`src/rtl/timer_cfg_sequencer.sv`:
```
// Timer configuration sequencer: applies software enable/prescaler writes to the counter control
// at safe prescaler boundaries and parks updates while debug halt is active. Optional
// pending-update timeout is enabled by defining TIMER_CFG_TIMEOUT_EN.
module timer_cfg_sequencer (
    input  logic       sys_clk,
    input  logic       sys_rst_n,
    input  logic       cfg_wr,
    input  logic       cfg_timer_en,
    input  logic       cfg_div_en,
    input  logic [3:0] cfg_div_val,
    input  logic       dbg_mode,
    input  logic       dbg_halt_req,
    input  logic       cnt_en,
    output logic       timer_en,
    output logic       div_en,
    output logic [3:0] div_val,
    output logic       halt_req,
    output logic       halt_ack,
    output logic       cfg_busy,
    output logic       div_restart
);

    typedef enum logic [1:0] {StDis, StRun, StPend, StHalt} state_e;

    state_e     state_q;
    logic       shd_timer_en_q;
    logic       shd_div_en_q;
    logic [3:0] shd_div_val_q;

    logic       halt_in;
    logic       wr_off;
    logic       wr_on;
    logic       wr_same;
    logic       pend_apply;
    logic       eff_timer_en;
    logic       eff_div_en;
    logic [3:0] eff_div_val;
    logic       tmo_hit;

    assign halt_in = dbg_mode & dbg_halt_req;
    assign wr_off  = cfg_wr & ~cfg_timer_en;
    assign wr_on   = cfg_wr & cfg_timer_en;
    assign wr_same = (cfg_div_en == div_en) && (cfg_div_val == div_val);

    // A write in the same cycle as an apply takes effect directly, bypassing the shadow.
    assign eff_timer_en = cfg_wr ? cfg_timer_en : shd_timer_en_q;
    assign eff_div_en   = cfg_wr ? cfg_div_en   : shd_div_en_q;
    assign eff_div_val  = cfg_wr ? cfg_div_val  : shd_div_val_q;

`ifdef TIMER_CFG_TIMEOUT_EN
    logic [7:0] tmo_q;

    assign tmo_hit = (tmo_q == 8'hFF);

    always_ff @(posedge sys_clk or negedge sys_rst_n) begin
        if (!sys_rst_n) begin
            tmo_q <= 8'h00;
        end else if (state_q == StRun) begin
            tmo_q <= 8'h00;
        end else if (state_q == StPend) begin
            tmo_q <= cfg_wr ? 8'h00 : tmo_q + 8'd1;
        end
    end
`else
    assign tmo_hit = 1'b0;
`endif

    assign pend_apply = cnt_en | (tmo_hit & ~cfg_wr);

    always_ff @(posedge sys_clk or negedge sys_rst_n) begin
        if (!sys_rst_n) begin
            state_q        <= StDis;
            timer_en       <= 1'b0;
            div_en         <= 1'b0;
            div_val        <= 4'h0;
            halt_req       <= 1'b0;
            halt_ack       <= 1'b0;
            cfg_busy       <= 1'b0;
            div_restart    <= 1'b0;
            shd_timer_en_q <= 1'b0;
            shd_div_en_q   <= 1'b0;
            shd_div_val_q  <= 4'h0;
        end else begin
            div_restart <= 1'b0;
            unique case (state_q)
                StDis: begin
                    if (cfg_wr) begin
                        div_en  <= cfg_div_en;
                        div_val <= cfg_div_val;
                        if (cfg_timer_en) begin
                            timer_en <= 1'b1;
                            state_q  <= StRun;
                        end
                    end
                end
                StRun, StPend: begin
                    if (wr_off) begin
                        timer_en <= 1'b0;
                        div_en   <= cfg_div_en;
                        div_val  <= cfg_div_val;
                        cfg_busy <= 1'b0;
                        state_q  <= StDis;
                    end else if (halt_in) begin
                        if (wr_on) begin
                            shd_timer_en_q <= 1'b1;
                            shd_div_en_q   <= cfg_div_en;
                            shd_div_val_q  <= cfg_div_val;
                            cfg_busy       <= 1'b1;
                        end
                        halt_req <= 1'b1;
                        state_q  <= StHalt;
                    end else if (state_q == StRun) begin
                        if (wr_on && !wr_same) begin
                            shd_timer_en_q <= 1'b1;
                            shd_div_en_q   <= cfg_div_en;
                            shd_div_val_q  <= cfg_div_val;
                            cfg_busy       <= 1'b1;
                            state_q        <= StPend;
                        end
                    end else if (pend_apply) begin
                        div_en      <= eff_div_en;
                        div_val     <= eff_div_val;
                        div_restart <= 1'b1;
                        cfg_busy    <= 1'b0;
                        state_q     <= StRun;
                    end else if (wr_on) begin
                        shd_div_en_q  <= cfg_div_en;
                        shd_div_val_q <= cfg_div_val;
                    end
                end
                StHalt: begin
                    if (halt_in) begin
                        halt_ack <= 1'b1;
                        if (cfg_wr) begin
                            shd_timer_en_q <= cfg_timer_en;
                            shd_div_en_q   <= cfg_div_en;
                            shd_div_val_q  <= cfg_div_val;
                            cfg_busy       <= 1'b1;
                        end
                    end else begin
                        halt_req <= 1'b0;
                        halt_ack <= 1'b0;
                        cfg_busy <= 1'b0;
                        state_q  <= StRun;
                        if (cfg_wr || cfg_busy) begin
                            div_en  <= eff_div_en;
                            div_val <= eff_div_val;
                            if (eff_timer_en) begin
                                div_restart <= 1'b1;
                            end else begin
                                timer_en <= 1'b0;
                                state_q  <= StDis;
                            end
                        end
                    end
                end
            endcase
        end
    end

endmodule

```
`config.mk`:
```
export PLATFORM = sky130hd
export DESIGN_NAME = timer_cfg_sequencer
export DESIGN_NICKNAME = d
export VERILOG_FILES = /design/src/rtl/timer_cfg_sequencer.sv
export SDC_FILE = /design/constraint.sdc
export NUM_CORES = 1
export LEC_CHECK = 0
export CAP_MARGIN = 30
export CORE_UTILIZATION = 50
export DETAILED_ROUTE_END_ITERATION = 10
export HOLD_SLACK_MARGIN = 0.08
export PLACE_DENSITY = 0.85
export SYNTH_ARGS = -nofsm -noshare
export SYNTH_HDL_FRONTEND = slang
export SYNTH_SLANG_ARGS = --single-unit
```
`constraint.sdc`:
```
create_clock -name sys_clk -period 3.7 [get_ports sys_clk]
set_input_delay 0.555 -clock sys_clk [delete_from_list [all_inputs] [get_ports sys_clk]]
set_output_delay 0.555 -clock sys_clk [all_outputs]
set_load 0.05 [all_outputs]
```
* Word level (Yosys, flattened, before mapping)
Cells that the tools add are included.
** Word-level totals
- Register bits after elaboration :: 18
- Bits in latches :: 0
- Memory bits (writable) :: 0
- Memory bits (read-only) :: 0
- Bits of input ports :: 12
- Logic and storage cells :: 135
- Memories kept :: 0
** Operators by class
- Add/subtract/negate cells :: 0
- Multiply operators :: 0
- Divide/modulo/power cells :: 0
- Magnitude comparators :: 0
- Equal/unequal tests :: 26
- Shift operators :: 0
- Muxes and demuxes :: 80
- Bitwise gates (word level) :: 4
- Reductions and logical operators :: 14
** Operators by type and width (number)
- 4-bit 2-to-1 mux :: 15
- 1-bit 2-to-1 mux :: 47
- 3-bit inequality test (second input constant) :: 7
- 2-bit inequality test (second input constant) :: 9
- 6-bit AND reduction :: 3
- 2-bit 2-to-1 mux :: 8
- 5-bit AND reduction :: 3
- 4-bit inequality test (second input constant) :: 3
- 4-bit one-hot mux with 3 select lines :: 1
- 5-bit inequality test (second input constant) :: 2
- 1-bit one-hot mux with 2 select lines :: 5
- 4-bit one-hot mux with 2 select lines :: 1
- 1-bit one-hot mux with 3 select lines :: 2
- 2-bit one-hot mux with 3 select lines :: 1
- 2-bit equality test (second input constant) :: 2
- 4-bit equality test :: 1
- 4-bit AND reduction :: 1
- 1-bit bitwise AND :: 3
- 2-bit by 1-bit equality test with 1-bit output (second input constant) :: 1
- 1-bit logical AND :: 2
- 2-bit zero test :: 1
- 2-bit nonzero test :: 1
- 2-bit OR reduction :: 1
- 1-bit equality test :: 1
- 3 further kinds :: 3

* Longest topological paths before layout
- Depth after elaboration :: 9
- Gate-level depth with buffers :: 7
- Gate-level depth less buffers :: 7

* Worst setup path before layout
No wires, ideal clock.
- Kind :: reg-to-reg
- From :: register state_q[1]
- To :: register shd_div_en_q
- Setup time :: 0.125 ns
- Data arrival time :: 1.738 ns
- Required time :: 3.575 ns
- Slack :: 1.838 ns
- Stages on the path, launching flop included :: 8
- Path buffers :: 0
- Period minus slack after synthesis :: 1.862 ns
- Path through :: dfrtp_1 -> inv_1 -> ha_1 -> a21bo_1 -> o21ai_2 -> o211ai_1 -> a41oi_2 -> mux2_2
** Between the ends
- Longest elaborated chain between the ends :: 5
- Elaborated cells between the ends (all ways) :: 14
- Classes of those cells :: eq/ne (7); mux (4); reduce/logical (3)
** RTL lines
- from (decl) :: line 25 : state_e state_q;
- from (signal assigned) :: line 72 : state_q <= StDis;
- from (signal assigned) :: line 92 : state_q <= StRun;
- from (signal assigned) :: line 102 : state_q <= StDis;
- 2-bit by 1-bit equality test with 1-bit output :: line 85, 112
- 1-bit 2-to-1 mux :: line 112 : end else if (state_q == StRun) begin
- 1-bit 2-to-1 mux :: line 103 : end else if (halt_in) begin
- 1-bit 2-to-1 mux :: line 97 : if (wr_off) begin
- 1-bit one-hot mux with 2 select lines :: line 85 : unique case (state_q)
- to (signal assigned) :: line 106 : shd_div_en_q <= cfg_div_en;
- to (signal assigned) :: line 115 : shd_div_en_q <= cfg_div_en;
- to (signal assigned) :: line 127 : shd_div_en_q <= cfg_div_en;
- to (decl) :: line 27 : logic shd_div_en_q;
Several ways; a longest one is shown, not always the timed one. The select of a mux whose other input is x is not followed.
A chain may end at the register's enable or synchronous reset.

* Worst setup path in the final report
- From :: input port cfg_wr
- To :: register state_q[1]
** Between the ends
- Longest elaborated chain between the ends :: 4
- Elaborated cells between the ends (all ways) :: 9
- Classes of those cells :: eq/ne (3); mux (2); bitwise (2); reduce/logical (2)
** RTL lines
- from (decl) :: line 7 : input logic cfg_wr,
- 1-bit bitwise AND :: line 42 : assign wr_on = cfg_wr & cfg_timer_en;
- 1-bit logical AND :: line 113 : if (wr_on && !wr_same) begin
- 5-bit inequality test (no source line)
- 5-bit AND reduction (no source line)
- to (signal assigned) :: line 111 : state_q <= StHalt;
- to (signal assigned) :: line 118 : state_q <= StPend;
- to (signal assigned) :: line 125 : state_q <= StRun;
Several ways; a longest one is shown, not always the timed one.

==> impl_metrics.env <==
export IMPL_outcome="finished clean"
export IMPL_avgSynthCellArea_um2=9.72
export IMPL_slew_headroom_pct=47.4
export IMPL_cap_violations=0
export IMPL_synth_async_reset_ratio_pct=100
export IMPL_criticalPathCategory="primary input to flop"
export IMPL_wl_um=2440
export IMPL_end_kind="flop"
export IMPL_ys_types=38
export IMPL_dieHeight_um=49.7
export IMPL_required_ns=3.89
export IMPL_post_cts_buffers=0
export IMPL_root_buffer="clkbuf_4"
export IMPL_clock_latency_ns=0.29
export IMPL_grt_max_degree=19
export IMPL_fin_hold_ws_ns=0.502
export IMPL_synth_warnings=0
export IMPL_ys_flop_type="dfrtp_1"
export IMPL_final_nets=154
export IMPL_vias=960
export IMPL_synth_edf_count=0
export IMPL_hold_depth=1
export IMPL_netlist_area_um2=1140
export IMPL_diodes=0
export IMPL_cts_buffer_depth=2
export IMPL_drt_iter0_drc=25
export IMPL_h_tree_depth=1
export IMPL_clkSinkCount=18
export IMPL_dr_pass1_iters=4
export IMPL_worstPathCellList="clkdlybuf4s50_1 > nand2b_1 > nand4_2 > a31oi_1 > nor3b_2 > mux2_1"
export IMPL_max_slew_worst_pin_slew_ns=0.787
export IMPL_r2r_start="state_q[0]"
export IMPL_overflow=0
export IMPL_grtUsageTotal_pct=23.5
export IMPL_path_clk_slew_ns=0.11
export IMPL_io_buffers=21
export IMPL_slowest_stage="clkdlybuf4s50_1"
export IMPL_crit_fanout=12
export IMPL_clock_skew_ns=0.00199
export IMPL_cts_buffers=3
export IMPL_area_growth_syn_to_layout_pct=21.9
export IMPL_crit_arrival_ns=2.51
export IMPL_hpwl_um=1830
export IMPL_ys_seq_area_share_pct=39.6
export IMPL_cts_resized_gates=0
export IMPL_start_kind="primary input"
export IMPL_dieWidth_um=49.7
export IMPL_yosys_register_bits=18
export IMPL_p_per_area_nw_per_um2=915
export IMPL_fp_row_count=16
export IMPL_min_from="timer_en"
export IMPL_num_io_pins=22
export IMPL_slew_viol_final=0
export IMPL_vdd_drop_max_mv=0.492
export IMPL_die_area_um2=2470
export IMPL_hold_violations=0
export IMPL_fmax_mhz=430
export IMPL_coreArea_um2=2040
export IMPL_ant_nets=0
export IMPL_cellLeakagePower_uw=0.000560
export IMPL_grt_pass1_wl_um=4390
export IMPL_routabilityCongestion=0.900
export IMPL_viasPerCell=5.89
export IMPL_rsz0062_at_grt="no"
export IMPL_postSynthCellCount=117
export IMPL_min_period_ns=2.33
export IMPL_synth_fp_nets=134
export IMPL_hold_path_class="flop to flop"
export IMPL_cts_hold_buf=0
export IMPL_setup_viol=0
export IMPL_initial_utilization_pct=55.7
export IMPL_timing_setup_tns_ns=0
export IMPL_drcViolationCount=0
export IMPL_antenna_found_initial=0
export IMPL_grt_pass1_vias=1009
export IMPL_routedWlPerCell_um=15.0
export IMPL_crit_start="cfg_wr"
export IMPL_reg2regPathDepth=6
export IMPL_drive_gt1_share_pct=11.8
export IMPL_max_stage_delay_ns=0.71
export IMPL_period_share_pct=62.9
export IMPL_cts_tree="built"
==> path summary, 6_finish.rpt <==
kind,to,slack [ns]
setup / recovery,state_q[1],1.37
hold / removal,timer_en,0.50
setup reg to reg,shd_div_en_q,1.53
hold reg to reg,timer_en,0.50
max in group asynchronous,div_val[2],2.51
min in group asynchronous,halt_req,0.70
==> state kept, by name, summed over array words and instances, names as in the netlist <==
name and count:
cfg_busy 1, div_en 1, div_restart 1, div_val 4, halt_ack 1, halt_req 1
shd_div_en_q 1, shd_div_val_q 4, shd_timer_en_q 1, state_q 2, timer_en 1
==> layout by cell type (no fill, tap or decap), drive strengths merged <==
cell type and n:
a211oi 1, a21bo 1, a21boi 1, a21oi 4
a22oi 6, a31oi 5, a41oi 1, and2 1
clkbuf 4, clkdlybuf4s50 21, dfrtp 18, ha 5
inv 6, mux2 8, mux2i 1, nand2 13
nand2b 3, nand3 2, nand3b 1, nand4 1
nor2 2, nor3 5, nor3b 1, nor4 1
o211ai 1, o21ai 11, o21bai 1, o22ai 1
o311ai 1, o31ai 3, o41ai 1, xnor2 5
==> synthesized netlist by cell type, types with 3 or more instances <==
cell type	count	area share (%)
ha_1	5	5.5
buf_2	4	1.8
o21ai_1	8	3.5
xnor2_1	5	3.9
nor3_1	4	1.8
o31ai_1	3	2.0
inv_1	6	2.0
dfrtp_1	18	40
a22oi_1	6	4.0
mux2_2	5	5.0
nand2_1	13	4.3
a31oi_1	5	2.8
a21oi_1	4	1.8
mux2_1	3	3.0
==> report_power, final <==
part | switching [µW] | leakage, µW | internal (µW) | total (µW)
logic | 490 | 0.000322 | 313 | 803
registers | 56.5 | 0.000217 | 284 | 341
clock network | 65.1 | 0.0000210 | 60.0 | 125
==> through the flow <==
stage	utilization (%)	cells	instance area [µm²]	total power, µW	setup slack [ns]
after floorplan	-	117	1140	939	1.84
after global placement	66.1	159	1350	1120	1.16
after detailed placement	66.1	159	1350	1140	1.08
after CTS	67.9	163	1390	1270	1.41
after global routing	67.9	163	1390	1360	1.25
final	67.9	163	1390	1270	1.37
==> cells by family after synthesis <==
kind of cell,after synthesis,share of synthesized area (%)
flops,18,39.6
fa+ha+maj,5,5.50
compound gates,38,23.2
simple gates,30,14.3
xor+xnor,5,3.85
buf+inv,12,4.73
mux,9,8.80
==> layout make-up <==
class	count	area (µm²)
Fill cell	167	656
Multi-Input combinational cell	87	633
Sequential cell	18	450
Timing Repair Buffer	21	210
Clock buffer	4	36.3
Tap cell	27	33.8
Inverter	6	22.5
==> routing by layer <==
metal / track usage, % / vias up / share of wire (%) / wire length [µm]
met3: 4.32 / 8 / 2.9 / 72
met4: 10.5 / 0 / 2.1 / 52
met5: 0 / - / 0 / 0
met1: 28.8 / 463 / 45 / 1090
met2: 39.9 / 25 / 50 / 1230
li1: - / 464 / - / -
==> critical path, delay by kind of cell <==
kind / cells / cell delay, ns
muxes: 1 / 0.36
buffers and inverters: 1 / 0.71
and+or+nand+nor: 3 / 0.81
AOI/OAI and AO/OA: 1 / 0.08
No activity file was read; power rests on OpenSTA's default activity.
